===== src/rtl/sdram_pkg.sv =====
// Shared definitions for the SDRAM controller/scheduler and its refresh timer.
// Call codes match the one-hot iCall vector of sdram_funcmod.
package sdram_pkg;

  // One-hot call codes driven onto sdram_funcmod iCall
  localparam logic [3:0] CALL_WR   = 4'b1000;
  localparam logic [3:0] CALL_RD   = 4'b0100;
  localparam logic [3:0] CALL_REF  = 4'b0010;
  localparam logic [3:0] CALL_INIT = 4'b0001;
  localparam logic [3:0] CALL_NONE = 4'b0000;

  // Refresh interval in clock cycles: 7.8 us at 133 MHz
  localparam logic [10:0] TREF_DEFAULT = 11'd1040;
  // Idle cycles with no call between two funcmod calls (legal range 1..3)
  localparam logic [1:0]  TGAP_DEFAULT = 2'd1;

  // funcmod timing constants, in clock cycles at 133 MHz
  localparam int T100US = 13300;
  localparam int TRP    = 3;
  localparam int TRRC   = 9;

  // Scheduler states
  typedef enum logic [2:0] {
    ST_INIT = 3'd0,
    ST_IDLE = 3'd1,
    ST_GAP  = 3'd2,
    ST_REF  = 3'd3,
    ST_WR   = 3'd4,
    ST_RD   = 3'd5
  } state_e;

  // Fixed-priority arbitration: pending refresh, then write, then read.
  // Returns CALL_NONE when nothing is waiting.
  function automatic logic [3:0] grant_call(input logic is_ref, input logic [1:0] req);
    logic [3:0] call;
    call = CALL_NONE;
    if (is_ref) begin
      call = CALL_REF;
    end else if (req[1]) begin
      call = CALL_WR;
    end else if (req[0]) begin
      call = CALL_RD;
    end
    return call;
  endfunction

  // Busy state that owns a granted call code
  function automatic state_e call_state(input logic [3:0] call);
    state_e st;
    case (call)
      CALL_REF: st = ST_REF;
      CALL_WR:  st = ST_WR;
      CALL_RD:  st = ST_RD;
      default:  st = ST_IDLE;
    endcase
    return st;
  endfunction

endpackage


===== src/rtl/sdram_reftimer.sv =====
// Auto-refresh interval timer. Counts while enabled, raises a pending flag on
// every wrap, and latches a sticky error when a wrap finds the flag still set.
module sdram_reftimer
  import sdram_pkg::*;
#(
  parameter logic [10:0] TREF = TREF_DEFAULT
) (
  input  logic clk,
  input  logic rst_n,
  input  logic en,        // timer runs only once init has completed
  input  logic clr_pend,  // scheduler has granted the pending refresh
  output logic is_ref,
  output logic ref_err
);

  logic [10:0] c1_q, c1_d;
  logic        is_ref_q, is_ref_d;
  logic        ref_err_q, ref_err_d;
  logic        wrap;

  // Next counter value, pending flag and sticky error
  always_comb begin
    wrap = en && (c1_q == (TREF - 11'd1));

    c1_d = c1_q;
    if (en) begin
      c1_d = wrap ? 11'd0 : (c1_q + 11'd1);
    end

    // A wrap on the same edge as a grant starts a fresh interval, so the
    // set wins over the clear and no error is flagged for it.
    is_ref_d = is_ref_q;
    if (clr_pend) begin
      is_ref_d = 1'b0;
    end
    if (wrap) begin
      is_ref_d = 1'b1;
    end

    // No queue of missed refreshes: one pending flag, plus a sticky error
    ref_err_d = ref_err_q | (wrap & is_ref_q & ~clr_pend);
  end

  // Timer registers
  always_ff @(posedge clk or negedge rst_n) begin
    if (!rst_n) begin
      c1_q      <= 11'd0;
      is_ref_q  <= 1'b0;
      ref_err_q <= 1'b0;
    end else begin
      c1_q      <= c1_d;
      is_ref_q  <= is_ref_d;
      ref_err_q <= ref_err_d;
    end
  end

  assign is_ref  = is_ref_q;
  assign ref_err = ref_err_q;

endmodule


===== src/rtl/sdram_ctrlmod.sv =====
// SDRAM controller/scheduler in front of sdram_funcmod. Runs power-up init
// once after reset, then arbitrates refresh, write-burst and read onto the
// funcmod one-hot call/done handshake. All outputs are registered.
//
// Handshakes:
//   user side   : iCall[n] is raised and held until the matching one-cycle
//                 oDone[n] pulse; dropping it early does not abort the
//                 operation, which still completes and still pulses oDone.
//   funcmod side: oCall holds one one-hot code until a one-cycle iDone, drops
//                 to zero on that same edge, and stays zero for TGAP cycles
//                 in GAP before another call can be granted.
module sdram_ctrlmod
  import sdram_pkg::*;
#(
  parameter logic [10:0] TREF = TREF_DEFAULT,
  parameter logic [1:0]  TGAP = TGAP_DEFAULT
) (
  input  logic       CLOCK,
  input  logic       RESET,
  input  logic [1:0] iCall,
  output logic [1:0] oDone,
  output logic       oReady,
  output logic       oRefErr,
  output logic [3:0] oCall,
  input  logic       iDone,
  output logic [2:0] dbg_state
);

  state_e     state_q, state_d;
  logic [1:0] gap_q, gap_d;
  logic [3:0] call_q, call_d;
  logic [1:0] done_q, done_d;
  logic       ready_q, ready_d;
  logic       is_ref;
  logic       ref_err;
  logic       clr_pend;
  logic [3:0] grant;

  sdram_reftimer #(
    .TREF (TREF)
  ) u_reftimer (
    .clk      (CLOCK),
    .rst_n    (RESET),
    .en       (ready_q),
    .clr_pend (clr_pend),
    .is_ref   (is_ref),
    .ref_err  (ref_err)
  );

  // Arbitration result, only acted on in IDLE
  assign grant = grant_call(is_ref, iCall);

  // State register and gap counter
  always_ff @(posedge CLOCK or negedge RESET) begin
    if (!RESET) begin
      state_q <= ST_INIT;
      gap_q   <= 2'd0;
    end else begin
      state_q <= state_d;
      gap_q   <= gap_d;
    end
  end

  // Next-state logic
  always_comb begin
    state_d = state_q;
    gap_d   = 2'd0;
    case (state_q)
      ST_INIT: begin
        if (iDone) begin
          state_d = ST_GAP;
        end
      end
      ST_IDLE: begin
        if (grant != CALL_NONE) begin
          state_d = call_state(grant);
        end
      end
      ST_GAP: begin
        // Stray iDone here is ignored; only the cycle count matters
        gap_d = gap_q + 2'd1;
        if (gap_q == (TGAP - 2'd1)) begin
          state_d = ST_IDLE;
          gap_d   = 2'd0;
        end
      end
      ST_REF, ST_WR, ST_RD: begin
        if (iDone) begin
          state_d = ST_GAP;
        end
      end
      default: begin
        state_d = ST_INIT;
      end
    endcase
  end

  // Output logic: next values of the registered outputs
  always_comb begin
    call_d   = CALL_NONE;
    done_d   = 2'b00;
    ready_d  = ready_q;
    clr_pend = 1'b0;
    case (state_q)
      ST_INIT: begin
        // User requests are not looked at until init completes
        if (iDone) begin
          ready_d = 1'b1;
        end else begin
          call_d = CALL_INIT;
        end
      end
      ST_IDLE: begin
        call_d   = grant;
        clr_pend = (grant == CALL_REF);
      end
      ST_REF: begin
        call_d = iDone ? CALL_NONE : call_q;
      end
      ST_WR: begin
        call_d = iDone ? CALL_NONE : call_q;
        done_d = iDone ? 2'b10 : 2'b00;
      end
      ST_RD: begin
        call_d = iDone ? CALL_NONE : call_q;
        done_d = iDone ? 2'b01 : 2'b00;
      end
      default: begin
        call_d = CALL_NONE;
      end
    endcase
  end

  // Registered outputs
  always_ff @(posedge CLOCK or negedge RESET) begin
    if (!RESET) begin
      call_q  <= CALL_NONE;
      done_q  <= 2'b00;
      ready_q <= 1'b0;
    end else begin
      call_q  <= call_d;
      done_q  <= done_d;
      ready_q <= ready_d;
    end
  end

  assign oCall     = call_q;
  assign oDone     = done_q;
  assign oReady    = ready_q;
  assign oRefErr   = ref_err;
  assign dbg_state = state_q;

endmodule


===== config.mk =====
export PLATFORM = sky130hd
export DESIGN_NAME = sdram_ctrlmod
export DESIGN_NICKNAME = d
export VERILOG_FILES = /design/src/rtl/sdram_pkg.sv /design/src/rtl/sdram_reftimer.sv /design/src/rtl/sdram_ctrlmod.sv
export SDC_FILE = /design/constraint.sdc
export NUM_CORES = 1
export LEC_CHECK = 0
export ABC_CLOCK_PERIOD_IN_PS = 3500
export CORE_MARGIN = 8
export CORE_UTILIZATION = 29
export CTS_BUF_LIST = sky130_fd_sc_hd__clkbuf_16
export CTS_CLUSTER_SIZE = 40
export DETAILED_ROUTE_END_ITERATION = 12
export PLACE_DENSITY = 0.57
export SLEW_MARGIN = 25
export SYNTH_ARGS = -nofsm -noshare
export SYNTH_HDL_FRONTEND = slang
export SYNTH_SLANG_ARGS = --single-unit

===== constraint.sdc =====
create_clock -name CLOCK -period 3.5 [get_ports CLOCK]
set_input_delay 0.7 -clock CLOCK [delete_from_list [all_inputs] [get_ports CLOCK]]
set_output_delay 0.7 -clock CLOCK [all_outputs]
set_load 0.02 [all_outputs]

==> metrics.txt <==
outcome complete, no violations; layout cells sized above 1 9.23%; Die Y 80.4 µm; Max Cap Viol 0; Worst R2R End u_reftimer.ref_err; Final nets 139; number of global-route vias before repair 928; detailed-route via count 894; Syn Nets 122; syn avg cell area 10.5 µm²; synth-to-layout area growth 23.6%; Core Region 4000 µm²; Placed Instances 176; Final Wtd Congestion 0.735; Max-slew headroom 73.9%; fin crit period 2.22 ns; die width 80.4 µm; DRC viols 0; maximum buffer depth of the clock tree 2; Critical path buffers and inverters 1; Mapped Area 1200 µm²; WL/cell 13.1 µm; top layer in use met4; first-pass GRT wire length 4.05 mm; clk slew on worst S/H paths 0.06 ns; type of origin of the critical path register; post-CTS setup buffer count 0; Power Density 704 nW/µm²; clk root buf clkbuf_16; die area 6460 µm²; Worst Hold End u_reftimer.ref_err; synth warn 0; # rows 23; CP Max Fanout 14; fmax 0.451 GHz; Finish-stage setup viols 0; Post-synth EDFFs 0; Worst R2R Path Depth 4; drt initial violations 34; DPL Wire Length 1.73 mm; First-pass DRT Iterations 4; fraction of registers with async set/reset 100%; # IOs 16; Final Non-Filler Cells 180; hold path cells 1; reg2reg setup slack 1.79 ns; #FFs+latches synth 25; CP endpoint kind output port; Detailed Route WL 2.36 mm; Min-Delay Path Class reg2reg; cts bufs inserted 3; clock skew 0.00536 ns; slowest CP cell clkdlybuf4s50_1; vias per cell 4.97; worst-margin pin slew 0.392 ns; post-CTS sizing 0; Seq/Total Area, Yosys 52.1%; aggregate global-route resource usage 7.77%; P_leak 0.645 nW; Core Util, Final 37.1%; Worst EP required 2.80 ns; largest delay contributor family on the critical path buffers and inverters; Hold Vio Cnt, Final 0; Crit path arrival time 1.52 ns; clock insertion delay at the later pin of the skew report 0.25 ns; pin count of the biggest net entering global routing 26; fin crit share 63.4%; worst stage delay on the critical path 0.68 ns; antenna violations before repair 0; HP Start u_reftimer.ref_err; Port Buf Inserts 15; Final Worst Setup Slack 1.28 ns; H-tree depth 1; Overflow after GRT 0; routed length on met3 118 µm; minimum setup slack after placement 1.55 ns; Routed met2 length 1.20 mm; Synth Instances 114; CTS tree done; Clock Sinks 25; RSZ-0062 raised after global routing false; Met1 Routed Length 1.03 mm; Hold Buf Count CTS 0; dominant synthesized flop cell dfrtp_1; Antenna Cells 0; CP cell instances clkdlybuf4s50_1; setup_tns 0 ns; Initial Utilization 30.0%; reg2reg start u_reftimer.c1_q[0]; antenna viol nets, final 0; VDD IR max 222 µV; WS Path Type reg2out; final number of max-transition violations 0; synth unique cells 38
-- Yosys cell counts, drive strengths merged, types with 2 or more instances --
cell type | count | area share, %
a21oi | 3 | 1.2
and3 | 5 | 2.6
and4 | 2 | 1.5
clkbuf | 3 | 0.94
dfrtp | 25 | 52
ha | 3 | 3.1
inv | 6 | 1.9
nand2 | 9 | 2.8
nand2b | 5 | 2.6
nand3 | 2 | 0.83
nand3b | 2 | 1.2
nand4 | 3 | 1.6
nor2 | 6 | 1.9
nor2b | 4 | 2.1
nor3 | 2 | 0.83
nor4 | 3 | 2.1
o21ai | 3 | 1.2
o21bai | 3 | 2.2
o22ai | 2 | 1.0
o2bb2ai | 2 | 1.5
or2 | 2 | 1.0
xnor2 | 5 | 3.6
xor2 | 2 | 1.5
-- final cells by class --
cell class / instances / area, µm²
Fill cell: 390 / 2510
Sequential cell: 25 / 626
Multi-Input combinational cell: 79 / 538
Timing Repair Buffer: 16 / 158
Clock buffer: 3 / 75.1
Tap cell: 50 / 62.6
Inverter: 6 / 22.5
Clock inverter: 1 / 3.75
-- per-layer routing --
layer / vias up / GRT usage [%]
met1: 443 / 8.74
met2: 15 / 13.6
met3: 2 / 2.23
met5: - / 0
li1: 434 / -
met4: 0 / 2.73
-- layout by cell type, fill, tap and decap left out, types with 3 or more instances in the layout --
cell / n
dfrtp_1: 25
xnor2_1: 5
nand4_1: 3
clkbuf_16: 3
and3_1: 5
o21ai_1: 3
nor2b_1: 4
inv_1: 6
nor2_1: 6
ha_1: 3
nand2_1: 9
a21oi_1: 3
nand2b_1: 5
clkdlybuf4s50_1: 15
-- cell families after synthesis --
logic type	synth area share, %
flops	52.1
fa+ha+maj	3.13
buf+inv	3.12
mux	0.833
xor+xnor	5.10
simple gates	23.6
compound gates	12.1
-- through the flow --
step	cell area, µm²	power, mW	hold WS [ns]
floorplan	1200	0.684	0.404
global placement	1410	0.791	0.464
detailed placement	1410	0.807	0.471
CTS	1490	1.06	0.486
global route	1490	1.12	0.503
finish	1490	1.05	0.481
-- flip-flops by register name (all words and copies together) (netlist names) --
name,flops
u_reftimer.is_ref,1
oDone,2
oCall,4
gap_q,2
u_reftimer.ref_err,1
dbg_state,3
u_reftimer.c1_q,11
oReady,1
-- where the power goes --
part	leakage, nW	switching (mW)	total, mW	internal (mW)
Clock	0.0423	0.0939	0.246	0.152
Sequential	0.326	0.111	0.469	0.359
Combinational	0.277	0.168	0.330	0.162
Total	0.645	0.373	1.05	0.673
-- worst max-delay path by stage --
| stage | start | end | slack, ns | depth (start not counted) |
|---|---|---|---|---|
| after floorplan | oReady | u_reftimer.ref_err | 1.90 | 3 |
| after global placement | dbg_state[1] | dbg_state[1] | 1.57 | 1 |
| after detailed placement | dbg_state[1] | dbg_state[1] | 1.55 | 1 |
| after CTS | dbg_state[1] | dbg_state[1] | 1.27 | 1 |
| after global routing | dbg_state[1] | dbg_state[1] | 1.19 | 1 |
| final | dbg_state[1] | dbg_state[1] | 1.28 | 1 |
(Power assumes the default switching activity.)
